$ cat config.mk
export PLATFORM = sky130hd
export DESIGN_NAME = uart_rx_flat
export DESIGN_NICKNAME = d
export VERILOG_FILES = /design/src/rtl/uart_pkg.sv /design/src/rtl/uart_rx_if.sv /design/src/rtl/uart_rx_sync.sv /design/src/rtl/uart_rx.sv /design/src/flat_wrapper.sv
export SDC_FILE = /design/constraint.sdc
export NUM_CORES = 1
export LEC_CHECK = 0
export CAP_MARGIN = 20
export CORE_MARGIN = 2
export CORE_UTILIZATION = 35
export DETAILED_ROUTE_END_ITERATION = 10
export SLEW_MARGIN = 20
export SYNTH_ARGS = -nofsm -noshare
export SYNTH_HDL_FRONTEND = slang
export SYNTH_SLANG_ARGS = --single-unit
$ cat constraint.sdc
create_clock -name clk -period 4.6 [get_ports clk]
set_input_delay 0.92 -clock clk [delete_from_list [all_inputs] [get_ports clk]]
set_output_delay 0.92 -clock clk [all_outputs]
set_load 0.01 [all_outputs]
$ cat src/rtl/uart_pkg.sv
// Shared UART definitions: FSM state encoding, default frame geometry and
// the line levels of the start and stop bits.
package uart_pkg;

    typedef enum logic [1:0] {
        IDLE  = 2'd0,
        START = 2'd1,
        DATA  = 2'd2,
        STOP  = 2'd3
    } uart_state_t;

    localparam int CLKS_PER_BIT_DEF = 16;
    localparam int DATA_BITS_DEF    = 10;

    localparam logic START_BIT = 1'b0;
    localparam logic STOP_BIT  = 1'b1;

endpackage

$ cat src/rtl/uart_rx_if.sv
// Receiver-side bundle: serial line in, valid/ready word out, status flags.
// The receiver drives the word and flags (master); the consumer drives the
// serial line and the ready (slave).
interface uart_rx_if
    import uart_pkg::*;
#(
    parameter int DATA_BITS = DATA_BITS_DEF
);

    logic                 rx_in;
    logic                 rx_ready;
    logic [DATA_BITS-1:0] rx_data;
    logic                 rx_valid;
    logic                 busy;
    logic                 frame_err;
    logic                 overrun;

    modport master (
        input  rx_in,
        input  rx_ready,
        output rx_data,
        output rx_valid,
        output busy,
        output frame_err,
        output overrun
    );

    modport slave (
        output rx_in,
        output rx_ready,
        input  rx_data,
        input  rx_valid,
        input  busy,
        input  frame_err,
        input  overrun
    );

endinterface

$ cat src/rtl/uart_rx_sync.sv
// Two-flop synchronizer for an asynchronous input plus a falling-edge
// detector on the synchronized value. All flops reset to 1 so an idle-high
// line never produces a spurious edge when reset is released.
module uart_rx_sync (
    input  logic clk,
    input  logic rst,
    input  logic i_async,
    output logic o_sync,
    output logic o_fall
);

    logic r_meta;
    logic r_sync;
    logic r_prev;

    // Metastability chain followed by a one-cycle history of the clean value.
    always_ff @(posedge clk) begin
        if (!rst) begin
            r_meta <= 1'b1;
            r_sync <= 1'b1;
            r_prev <= 1'b1;
        end else begin
            r_meta <= i_async;
            r_sync <= r_meta;
            r_prev <= r_sync;
        end
    end

    assign o_sync = r_sync;
    assign o_fall = ~r_sync & r_prev;

endmodule

$ cat src/rtl/uart_rx.sv
// UART receiver: start/data/stop framing, mid-bit sampling at CLKS_PER_BIT
// oversampling, one-entry valid/ready holding register, and single-cycle
// framing-error and overrun pulses.
module uart_rx
    import uart_pkg::*;
#(
    parameter int CLKS_PER_BIT = CLKS_PER_BIT_DEF,
    parameter int DATA_BITS    = DATA_BITS_DEF
) (
    input  logic     clk,
    input  logic     rst,
    uart_rx_if.master bus
);

    localparam int CNT_W = $clog2(CLKS_PER_BIT);
    localparam int IDX_W = $clog2(DATA_BITS + 1);

    // Start is sampled half a bit after the edge, every later bit one full
    // bit period after the previous sample point.
    localparam logic [CNT_W-1:0] HALF_LAST = CNT_W'(CLKS_PER_BIT / 2 - 1);
    localparam logic [CNT_W-1:0] BIT_LAST  = CNT_W'(CLKS_PER_BIT - 1);
    localparam logic [IDX_W-1:0] IDX_LAST  = IDX_W'(DATA_BITS - 1);

    if (CLKS_PER_BIT < 2) begin : g_bad_cpb
        $error("uart_rx: CLKS_PER_BIT must be >= 2");
    end
    if (DATA_BITS < 2) begin : g_bad_bits
        $error("uart_rx: DATA_BITS must be >= 2");
    end

    logic w_rx_s;
    logic w_fall;

    uart_rx_sync u_sync (
        .clk     (clk),
        .rst     (rst),
        .i_async (bus.rx_in),
        .o_sync  (w_rx_s),
        .o_fall  (w_fall)
    );

    uart_state_t          r_state,     w_state_nxt;
    logic [CNT_W-1:0]     r_clk_cnt,   w_clk_cnt_nxt;
    logic [IDX_W-1:0]     r_bit_idx,   w_bit_idx_nxt;
    logic [DATA_BITS-1:0] r_shift,     w_shift_nxt;
    logic [DATA_BITS-1:0] r_data,      w_data_nxt;
    logic                 r_valid,     w_valid_nxt;
    logic                 r_frame_err, w_frame_err_nxt;
    logic                 r_overrun,   w_overrun_nxt;
    logic                 w_consume;

    assign w_consume = r_valid & bus.rx_ready;

    // Next-state logic: frame sequencing, bit sampling and holding-register update.
    always_comb begin
        w_state_nxt     = r_state;
        w_clk_cnt_nxt   = r_clk_cnt + CNT_W'(1);
        w_bit_idx_nxt   = r_bit_idx;
        w_shift_nxt     = r_shift;
        w_data_nxt      = r_data;
        w_valid_nxt     = r_valid & ~w_consume;
        w_frame_err_nxt = 1'b0;
        w_overrun_nxt   = 1'b0;

        case (r_state)
            IDLE: begin
                // Only a genuine 1->0 transition arms a frame, so a line held
                // low after a framing error (break) stays ignored.
                w_clk_cnt_nxt = '0;
                if (w_fall) begin
                    w_state_nxt = START;
                end
            end
            START: begin
                if (r_clk_cnt == HALF_LAST) begin
                    w_clk_cnt_nxt = '0;
                    if (w_rx_s == START_BIT) begin
                        w_state_nxt   = DATA;
                        w_bit_idx_nxt = '0;
                    end else begin
                        w_state_nxt = IDLE;
                    end
                end
            end
            DATA: begin
                if (r_clk_cnt == BIT_LAST) begin
                    w_clk_cnt_nxt = '0;
                    // LSB arrives first; shifting in at the top leaves it in bit 0.
                    w_shift_nxt   = {w_rx_s, r_shift[DATA_BITS-1:1]};
                    w_bit_idx_nxt = r_bit_idx + IDX_W'(1);
                    if (r_bit_idx == IDX_LAST) begin
                        w_state_nxt = STOP;
                    end
                end
            end
            STOP: begin
                if (r_clk_cnt == BIT_LAST) begin
                    w_clk_cnt_nxt = '0;
                    w_state_nxt   = IDLE;
                    if (w_rx_s == STOP_BIT) begin
                        // A word being consumed this cycle frees the slot, so
                        // load-and-consume keeps rx_valid high without overrun.
                        if (!r_valid || w_consume) begin
                            w_data_nxt  = r_shift;
                            w_valid_nxt = 1'b1;
                        end else begin
                            w_overrun_nxt = 1'b1;
                        end
                    end else begin
                        w_frame_err_nxt = 1'b1;
                    end
                end
            end
            default: begin
                w_state_nxt   = IDLE;
                w_clk_cnt_nxt = '0;
            end
        endcase
    end

    // State, counter, shift and holding registers; reset discards any partial frame.
    always_ff @(posedge clk) begin
        if (!rst) begin
            r_state     <= IDLE;
            r_clk_cnt   <= '0;
            r_bit_idx   <= '0;
            r_shift     <= '0;
            r_data      <= '0;
            r_valid     <= 1'b0;
            r_frame_err <= 1'b0;
            r_overrun   <= 1'b0;
        end else begin
            r_state     <= w_state_nxt;
            r_clk_cnt   <= w_clk_cnt_nxt;
            r_bit_idx   <= w_bit_idx_nxt;
            r_shift     <= w_shift_nxt;
            r_data      <= w_data_nxt;
            r_valid     <= w_valid_nxt;
            r_frame_err <= w_frame_err_nxt;
            r_overrun   <= w_overrun_nxt;
        end
    end

    assign bus.rx_data   = r_data;
    assign bus.rx_valid  = r_valid;
    assign bus.busy      = (r_state != IDLE);
    assign bus.frame_err = r_frame_err;
    assign bus.overrun   = r_overrun;

endmodule

$ cat src/flat_wrapper.sv
// flat-port wrapper written by rule: the top's interface ports become plain ports
module uart_rx_flat import uart_pkg::*;
#(
    parameter int CLKS_PER_BIT = CLKS_PER_BIT_DEF,
    parameter int DATA_BITS    = DATA_BITS_DEF
)
  (clk, rst, bus_rx_in, bus_rx_ready, bus_rx_data, bus_rx_valid, bus_busy, bus_frame_err, bus_overrun);
  uart_rx_if #(.DATA_BITS(DATA_BITS)) bus_i ();
  input  logic clk;
  input  logic rst;
  input wire logic [$bits(bus_i.rx_in)-1:0] bus_rx_in;
  input wire logic [$bits(bus_i.rx_ready)-1:0] bus_rx_ready;
  output wire logic [$bits(bus_i.rx_data)-1:0] bus_rx_data;
  output wire logic [$bits(bus_i.rx_valid)-1:0] bus_rx_valid;
  output wire logic [$bits(bus_i.busy)-1:0] bus_busy;
  output wire logic [$bits(bus_i.frame_err)-1:0] bus_frame_err;
  output wire logic [$bits(bus_i.overrun)-1:0] bus_overrun;
  assign bus_i.rx_in = bus_rx_in;
  assign bus_i.rx_ready = bus_rx_ready;
  assign bus_rx_data = bus_i.rx_data;
  assign bus_rx_valid = bus_i.rx_valid;
  assign bus_busy = bus_i.busy;
  assign bus_frame_err = bus_i.frame_err;
  assign bus_overrun = bus_i.overrun;
  uart_rx #(.CLKS_PER_BIT(CLKS_PER_BIT), .DATA_BITS(DATA_BITS)) u_core (.clk(clk), .rst(rst), .bus(bus_i));
endmodule
# Word-level counts from Yosys, hierarchy flattened
# Cells that the tools add are included.
[classes] add_sub_neg=2 multipliers=0 div_mod_pow=0 magnitude_cmp=0 n_eq_ne=12 n_shift=0 mux=20 bitwise_logic=5 reduce_logical=12
[op_table] op="4-bit two-way mux" n=5
[op_table] op="2-bit two-way mux" n=6
[op_table] op="4-bit one-hot mux with 3 select lines" n=1
[op_table] op="4-bit AND reduction" n=3
[op_table] op="4-bit by 1-bit adder with 4-bit output, second input constant" n=2
[op_table] op="4-bit == test, second input constant" n=2
[op_table] op="2-bit by 1-bit inequality test with 1-bit output, second input constant" n=4
[op_table] op="2-bit one-hot mux with 4 select lines" n=1
[op_table] op="4-bit one-hot mux with 2 select lines" n=1
[op_table] op="1-bit two-way mux" n=6
[op_table] op="5-bit AND reduction" n=1
[op_table] op="2-bit == test, second input constant" n=2
[op_table] op="4-bit by 3-bit == test with 1-bit output, second input constant" n=1
[op_table] op="2-bit inequality test, second input constant" n=2
[op_table] op="2-bit nonzero test" n=2
[op_table] op="1-bit AND" n=3
[op_table] op="3-bit AND reduction" n=1
[op_table] op="2-bit by 1-bit == test with 1-bit output, second input constant" n=1
[op_table] op="2-bit logical NOT" n=1
[op_table] op="1-bit inverter" n=2
[op_table] op="2-bit AND reduction" n=1
[op_table] op="2-bit OR reduction" n=1
[op_table] op="1-bit logical NOT" n=1
[op_table] op="1-bit logical OR" n=1
[word_totals] ff_bits=36 latchBits=0 ram_bits=0 mem_bits_ro=0 input_bits=4 out_inout_bits=14 wordCells=62 n_memories=0

# Logic depth before layout (Yosys ltp)
# Gate-level depths: netlist (run 1).
[depth] ltp_word=7 ltp_mapped=6

# Modules after synthesis
# From an unflattened synthesis (run 1), not the netlist that was laid out.
[hier_totals] cells_unflattened=178 hier_area_um2=1559.0
[modules_own_cells] mod="uart_rx" instances=1 cells_each=171 area_each_um2=1473.9
[modules_own_cells] mod="uart_rx_sync" instances=1 cells_each=7 area_each_um2=85.1

# Worst setup path before layout (run 1)
# Ideal clock, no wire load.
[synth_timing] kind="input -> register" start="input rst" end="register u_core.r_bit_idx[3]" setup_time_ns=0.072 arrival_ns=1.663 setup_slack_ns=2.866 cell_stages=4 cell_sequence="clkbuf_1 > clkbuf_1 > o211ai_1 > mux2i_1"
[synth_lines] element="start: declaration" line_no="flat_wrapper.sv:10" text="input logic rst;"
[synth_lines] element="end signal: assignment" line_no="uart_rx.sv:135" text="r_bit_idx <= w_bit_idx_nxt;"
[synth_lines] element="end: declaration" line_no="uart_rx.sv:44" text="logic [IDX_W-1:0] r_bit_idx, w_bit_idx_nxt;"

==> impl_metrics.env, run 1 <==
export IMPL_status="finished clean"
export IMPL_wl_per_cell_microns=13.52
export IMPL_pwr_density_cell_nw_per_um2=306.7
export IMPL_clk_latency_ns=0.28
export IMPL_synth_top_area_cell="dfxtp_1"
export IMPL_clkSinkCount=36
export IMPL_yosysWarnings=0
export IMPL_track_usage_pct=13.89
export IMPL_arrival_ns=1.58
export IMPL_grt_pass1_vias=1248
export IMPL_cts_max_path_buffers=2
export IMPL_cts_made_buffers=5
export IMPL_gp_congestion=0.8343
export IMPL_ctsHoldBuffers=0
export IMPL_antenna_found_initial=0
export IMPL_min_path_type="reg2reg"
export IMPL_p_leak_uw=0.0006061
export IMPL_dpl_hpwl_microns=2189
export IMPL_fmax_ghz=0.3993
export IMPL_hold_viol=0
export IMPL_syn_inst=177
export IMPL_die_area_sq_um=5001
export IMPL_syn_avg_cell_area_sq_um=8.801
export IMPL_drcViolationCount=0
export IMPL_min_period_over_period_pct=54.44
export IMPL_path_class="reg2out"
export IMPL_end_kind="output port"
export IMPL_synthToLayoutAreaGrowth_pct=18.23
export IMPL_slew_violations=0
export IMPL_fin_area_sq_um=1842
export IMPL_cts_root_buffer="clkbuf_8"
export IMPL_maxCapViolCount=0
export IMPL_yosysUniqueCellTypes=31
export IMPL_cts_htree_levels=2
export IMPL_drive_gt1_share_pct=6.878
export IMPL_cts_tree="yes"
export IMPL_drtPass1Iterations=4
export IMPL_slew_headroom_pct=36.98
export IMPL_die_w_microns=70.72
export IMPL_post_cts_setup_buffer_count=0
export IMPL_synth_area_sq_um=1558
export IMPL_setup_viol=0
export IMPL_r2r_start="u_core.r_clk_cnt[0]"
export IMPL_placed_area_sq_um=1748
export IMPL_cp_required_ns=3.68
export IMPL_synth_seq_area_share_pct=46.27
export IMPL_startpoint_type="register"
export IMPL_tns_ns=0
export IMPL_ios=18
export IMPL_worst_pin_slew_ns=0.9401
export IMPL_finalCriticalPeriod_ns=2.504
export IMPL_vias=1261
export IMPL_antenna_left=0
export IMPL_die_y_microns=70.72
export IMPL_post_cts_resized=0
export IMPL_grt_max_degree=37
export IMPL_drt_wl_total_microns=3259
export IMPL_overflow=0
export IMPL_ys_ff_latch=36
export IMPL_hold_start="u_core.u_sync.r_meta"
export IMPL_start_util_pct=36.02
export IMPL_ys_top_cells_by_area="dfxtp_1 (46%), mux2i_1 (9.0%), nand2_1 (6.3%)"
export IMPL_portBuffers=17
export IMPL_rsz0062_at_grt="no"
export IMPL_synth_top_cell_area_share_pct=46.27
export IMPL_avgViaCountPerCell=5.232
export IMPL_diodes=0
export IMPL_rows=24
export IMPL_drtIter0Drc=96
export IMPL_clock_skew_ns=0.006173
export IMPL_grt_pass1_wl_microns=5637
export IMPL_finalNetCount=195
export IMPL_peakVddDrop_mv=0.1062
export IMPL_crit_fanout=13
export IMPL_path_clk_slew_ns=0.07
export IMPL_core_area_sq_um=4324
export IMPL_synth_fp_nets=184
-- metrics by stage --
step	hold WS [ns]	worst slack, ns	std cells	power [uW]	util, %
finish	0.4106	2.096	241	564.8	42.59
global route	0.4406	2.010	241	584.7	42.59
CTS	0.4123	2.088	241	570.9	42.59
detailed placement	0.3955	2.012	233	337.8	40.42
global placement	0.3926	2.094	233	337.3	40.42
floorplan	0.3863	2.866	177	331.7	-
-- Yosys cell counts (all sizes together) --
| library cell | number |
|---|---|
| or4b | 1 |
| and3b | 1 |
| a2111oi | 2 |
| mux2i | 14 |
| nand2b | 3 |
| ha | 3 |
| a21boi | 1 |
| o21a | 1 |
| nand3 | 14 |
| xor2 | 2 |
| a21oi | 16 |
| o211ai | 3 |
| o32ai | 2 |
| buf | 4 |
| inv | 5 |
| nand2 | 26 |
| nor2 | 4 |
| nor3 | 2 |
| and2 | 1 |
| and3 | 4 |
| o21ai | 13 |
| or2 | 1 |
| clkbuf | 10 |
| a211oi | 1 |
| nor2b | 3 |
| o221a | 1 |
| or3 | 1 |
| dfxtp | 36 |
| nand4 | 1 |
| nand3b | 1 |
-- final timing paths --
kind,depth (start not counted),slack (ns),end
setup / recovery,2,2.10,bus_busy
hold / removal,1,0.41,u_core.u_sync.o_sync
setup reg to reg,4,2.38,u_core.bus.rx_data[9]
hold reg to reg,1,0.41,u_core.u_sync.o_sync
-- layer usage --
metal	GRT usage, %	share of wire, %	up-vias
met2	23.36	48	23
met1	17.01	48	601
met4	5.451	0.86	0
li1	-	-	635
met3	3.561	2.9	2
met5	0	0	-
-- critical path, cell delays in order (launching register included) --
cell	delay (ns)
dfxtp_1	0.58
or2_2	0.20
clkdlybuf4s50_1	0.53
-- area by class of cell --
class,count,area [sq um]
inverters,5,18.77
clock inverters,1,7.507
repair buffers,18,177.7
multi-input cells,122,765.7
fillers,435,2482
flip-flops and latches,36,720.7
well taps,52,65.06
clock buffers,7,86.33
-- sequential cells by signal (all words and copies together), names as in the netlist, 4 cells and up, named ones only --
register            count
u_core.bus.rx_data     10
u_core.r_shift         10
u_core.r_clk_cnt        4
u_core.r_bit_idx        4
-- kinds of logic (layout without fill, tap and decap cells) --
family | count (synthesis) | after routing | share of synthesized area, %
simple gates | 63 | 63 | 19.92
fa+ha+maj | 3 | 3 | 2.410
xor+xnor | 2 | 2 | 1.125
compound gates | 40 | 40 | 16.39
flops | 36 | 36 | 46.26
mux | 14 | 14 | 8.996
buf+inv | 19 | 31 | 4.900
-- where the power goes --
part	switching (uW)	internal, uW
logic	9.26	6.44
clock network	112	122
registers	1.80	313
-- layout by cell type, fill, tap and decap left out, drive strengths merged --
cell type      count
clkdlybuf4s50     17
inv                5
nand3             14
clkinvlp           1
and3               4
nor2               4
o32ai              2
or3                1
nand3b             1
buf                1
o21a               1
or4b               1
and3b              1
a21oi             16
and2               1
o21ai             13
nor3               2
o211ai             3
mux2i             14
xor2               2
a211oi             1
nand2b             3
nand2             26
dfxtp             36
nand4              1
a21boi             1
ha                 3
a2111oi            2
nor2b              3
o221a              1
or2                1
clkbuf             7
No activity file was read; power rests on OpenSTA's default activity.
==> inputs of run 2 (changes only) <==
Clock period 4.6 ns to 2.1 ns, I/O delays scaled along.
==> impl_metrics.env, run 2 (synthesized netlist as in run 1, its figures left out) <==
export IMPL_status="finished clean"
export IMPL_gp_congestion=0.8380
export IMPL_arrival_ns=1.48
export IMPL_fin_area_sq_um=1887
export IMPL_highest_layer="met4"
export IMPL_track_usage_pct=13.70
export IMPL_core_area_sq_um=4324
export IMPL_portBuffers=17
export IMPL_overflow=0
export IMPL_cts_root_buffer="clkbuf_8"
export IMPL_startpoint_type="register"
export IMPL_fmax_ghz=0.5266
export IMPL_cts_tree="yes"
export IMPL_met1_length_microns=1459
export IMPL_drtPass1Iterations=4
export IMPL_cts_max_path_buffers=2
export IMPL_diodes=0
export IMPL_tns_ns=0
export IMPL_grt_pass1_wl_microns=5478
export IMPL_wl_met3_microns=138
export IMPL_slew_violations=0
export IMPL_final_cell_mix="dfxtp_1 (35), nand2_1 (26), clkdlybuf4s50_1 (17)"
export IMPL_rows=24
export IMPL_slew_headroom_pct=68.53
export IMPL_ios=18
export IMPL_cp_required_ns=1.68
export IMPL_placed_area_sq_um=1778
export IMPL_drive_gt1_share_pct=9.326
export IMPL_p_leak_uw=0.0006359
export IMPL_setup_slack_ns=0.2009
export IMPL_crit_fanout=8
export IMPL_peakVddDrop_mv=0.2839
export IMPL_rsz0062_at_grt="no"
export IMPL_antenna_found_initial=0
export IMPL_dr_wl_met2_microns=1486
export IMPL_reg2reg_slack_ns=0.41
export IMPL_start_util_pct=36.02
export IMPL_layout_commonest_cell="dfxtp_1"
export IMPL_end_kind="output port"
export IMPL_pwr_density_cell_nw_per_um2=698.3
export IMPL_path_clk_slew_ns=0.07
export IMPL_worst_pin_slew_ns=0.4708
export IMPL_dpl_hpwl_microns=2235
export IMPL_avgViaCountPerCell=5.220
export IMPL_final_seq_area_sq_um=721.9
export IMPL_die_w_microns=70.72
export IMPL_synthToLayoutAreaGrowth_pct=21.12
export IMPL_drtIter0Drc=68
export IMPL_min_path_type="reg2reg"
export IMPL_clkSinkCount=36
export IMPL_min_period_over_period_pct=90.43
export IMPL_maxCapViolCount=0
export IMPL_ctsHoldBuffers=0
export IMPL_die_area_sq_um=5001
export IMPL_wl_per_cell_microns=12.83
export IMPL_p_total_uw=1317
export IMPL_antenna_left=0
export IMPL_finalCriticalPeriod_ns=1.899
export IMPL_multi_input_area_sq_um=765.7
export IMPL_hold_viol=0
export IMPL_setup_viol=0
export IMPL_grt_pass1_vias=1183
export IMPL_vias=1279
export IMPL_clk_latency_ns=0.28
export IMPL_grt_max_degree=16
export IMPL_path_class="reg2out"
export IMPL_drt_wl_total_microns=3144
export IMPL_clock_skew_ns=0.002242
export IMPL_cts_made_buffers=5
export IMPL_cts_htree_levels=2
export IMPL_drcViolationCount=0
export IMPL_fill_cells=423
export IMPL_dp_slack_ns=0.1980
export IMPL_die_y_microns=70.72
export IMPL_finalNetCount=199
[run 2: final cells by class]
class                           count  area share (%)
Clock buffer                        6           3.846
Multi-Input combinational cell    122           40.58
Sequential cell                    36           38.26
Inverter                            5          0.9947
Tap cell                           52           3.448
Timing Repair Buffer               22           11.01
Clock inverter                      2           1.857
[run 2: final timing paths]
path / end / startpoint / depth (start not counted)
max: bus_busy / u_core.r_state[0] / 2
min: u_core.u_sync.o_sync / u_core.u_sync.r_meta / 1
max reg2reg: u_core.r_bit_idx[3] / u_core.r_clk_cnt[0] / 4
min reg2reg: u_core.u_sync.o_sync / u_core.u_sync.r_meta / 1
[run 2: timing repair]
item,CTS,global route
resized for setup,0,1
endpoints found under the setup margin,0,1
buffers inserted,0,0
[run 2: through the flow]
step / instances / hold WS [ns] / util (%)
final: 245 / 0.4080 / 43.63
after detailed placement: 237 / 0.3945 / 41.12
after global placement: 237 / 0.3899 / 41.12
after floorplan: 177 / 0.3863 / -
after CTS: 245 / 0.4122 / 43.61
after global routing: 245 / 0.4174 / 43.63
[run 2: critical path, stage by stage (launching register included)]
cell,delay (ns)
dfxtp_1,0.37
or2_2,0.34
clkdlybuf4s50_1,0.49
[run 2: metal layers]
| metal | up-vias | global-route usage, % |
|---|---|---|
| li1 | 641 | - |
| met1 | 596 | 16.96 |
| met2 | 36 | 22.12 |
| met3 | 6 | 3.989 |
| met4 | 0 | 6.080 |
| met5 | - | 0 |
[run 2: power breakdown]
part           internal, uW  switching [uW]
Clock                   352             240
Combinational          15.3            19.3
Sequential              686            4.29
==> inputs of run 3 (changes only) <==
Settings changed: CAP_MARGIN 20 to not set, RECOVER_POWER set to 25.
==> impl_metrics.env, run 3 (synthesized netlist as in run 1, its figures left out) <==
export IMPL_peakVddDrop_mv=0.2833
export IMPL_die_area_sq_um=5001
export IMPL_path_cells="or2_2, clkdlybuf4s50_1"
export IMPL_vias=1278
export IMPL_pwr_density_cell_nw_per_um2=702.0
export IMPL_grt_max_degree=16
export IMPL_switching_power_uw=264.8
export IMPL_antenna_found_initial=0
export IMPL_worst_pin_slew_ns=0.5912
export IMPL_path_class="reg2out"
export IMPL_cts_max_path_buffers=2
export IMPL_die_y_microns=70.72
export IMPL_cp_slowest_cell="clkdlybuf4s50_1"
export IMPL_fill_cells=426
export IMPL_path_clk_slew_ns=0.07
export IMPL_drcViolationCount=0
export IMPL_pwr_share_comb_pct=2.5
export IMPL_drive_gt1_share_pct=7.772
export IMPL_cts_tree="yes"
export IMPL_internal_power_uw=1052
export IMPL_core_area_sq_um=4324
export IMPL_hold_viol=0
export IMPL_r2r_start="u_core.r_clk_cnt[0]"
export IMPL_rsz0062_at_grt="no"
export IMPL_wl_per_cell_microns=12.82
export IMPL_final_seq_area_sq_um=721.9
export IMPL_track_usage_pct=13.70
export IMPL_startpoint_type="register"
export IMPL_fin_cells=245
export IMPL_hold_start="u_core.u_sync.r_meta"
export IMPL_fmax_ghz=0.5242
export IMPL_end_kind="output port"
export IMPL_portBuffers=17
export IMPL_setup_viol=0
export IMPL_cts_made_buffers=5
export IMPL_setup_worst_path_start="u_core.r_state[0]"
export IMPL_tns_ns=0
export IMPL_slew_headroom_pct=60.59
export IMPL_avgViaCountPerCell=5.216
export IMPL_final_cell_mix="dfxtp_1 (35), nand2_1 (26), a21oi_1 (16)"
export IMPL_synthToLayoutAreaGrowth_pct=20.40
export IMPL_min_period_over_period_pct=90.83
export IMPL_slew_violations=0
export IMPL_grt_pass1_vias=1183
export IMPL_finalCriticalPeriod_ns=1.908
export IMPL_max_stage_delay_ns=0.49
export IMPL_rows=24
export IMPL_cts_htree_levels=2
export IMPL_die_w_microns=70.72
export IMPL_min_path_type="reg2reg"
export IMPL_dp_cells=237
export IMPL_drt_wl_total_microns=3142
export IMPL_multi_input_area_sq_um=765.7
export IMPL_ios=18
export IMPL_post_cts_setup_buffer_count=0
export IMPL_clkSinkCount=36
export IMPL_ctsHoldBuffers=0
export IMPL_switching_share_pct=20.11
export IMPL_overflow=0
export IMPL_seqPwrFrac_pct=52.5
export IMPL_dpl_hpwl_microns=2235
export IMPL_arrival_ns=1.49
export IMPL_cp_required_ns=1.68
export IMPL_cts_root_buffer="clkbuf_8"
export IMPL_grt_pass1_wl_microns=5478
export IMPL_antenna_left=0
export IMPL_start_util_pct=36.02
export IMPL_clk_latency_ns=0.28
export IMPL_status="finished clean"
export IMPL_clock_skew_ns=0.002336
export IMPL_gp_congestion=0.8380
export IMPL_layout_commonest_cell="dfxtp_1"
export IMPL_drtPass1Iterations=4
export IMPL_drtIter0Drc=73
export IMPL_diodes=0
export IMPL_maxCapViolCount=0
export IMPL_finalNetCount=199
export IMPL_pwr_share_clk_pct=45.1
export IMPL_crit_fanout=8
export IMPL_p_leak_uw=0.0006331
run 3: path summary, 6_finish.rpt:
path / end / cells past startpoint / slack [ns]
worst max-delay path: bus_busy / 2 / 0.19
worst max register to register: u_core.r_bit_idx[3] / 4 / 0.39
worst min-delay path: u_core.u_sync.o_sync / 1 / 0.41
worst min register to register: u_core.u_sync.o_sync / 1 / 0.41
run 3: power by group through the flow:
stage | sequential (uW) | clock (uW) | combinational (uW)
after global routing | 690 | 646 | 36.3
after detailed placement | 706 | 0 | 35.1
final | 691 | 593 | 32.7
after global placement | 706 | 0 | 34.2
after CTS | 690 | 613 | 35.0
after floorplan | 705 | 0 | 21.9
run 3: timing repair:
action | CTS | global route
endpoints found under the setup margin | 0 | 1
hold endpoints to repair | 0 | 0
gates resized for setup | 0 | 1
run 3: layer usage:
metal  global-route usage, %  part of all wire (%)
met4                   6.080                   1.9
met3                   3.989                   4.8
met1                   16.96                    46
met2                   22.12                    47
met5                       0                     0
run 3: cell type report:
| class | count | area share (%) |
|---|---|---|
| well taps | 52 | 3.469 |
| clock inverters | 2 | 1.868 |
| repair buffers | 22 | 10.47 |
| inverters | 5 | 1.001 |
| flip-flops and latches | 36 | 38.49 |
| clock buffers | 6 | 3.869 |
| multi-input cells | 122 | 40.83 |
run 3: metrics by stage:
stage / power, uW / hold WS [ns] / utilization (%) / area (sq um) / setup WS, ns
finish: 1317 / 0.4102 / 43.37 / 1876 / 0.1925
global route: 1372 / 0.4174 / 43.37 / 1876 / 0.1574
floorplan: 726.5 / 0.3863 / - / 1558 / 0.5423
global placement: 740.6 / 0.3899 / 41.12 / 1778 / 0.3170
detailed placement: 741.2 / 0.3945 / 41.12 / 1778 / 0.1980
CTS: 1339 / 0.4122 / 43.61 / 1886 / 0.07142
run 3: worst max-delay path, delay by kind of cell, from the launching register on:
family / cells / cell delay (ns)
flops: 1 / 0.38
simple gates: 1 / 0.34
buf+inv: 1 / 0.49
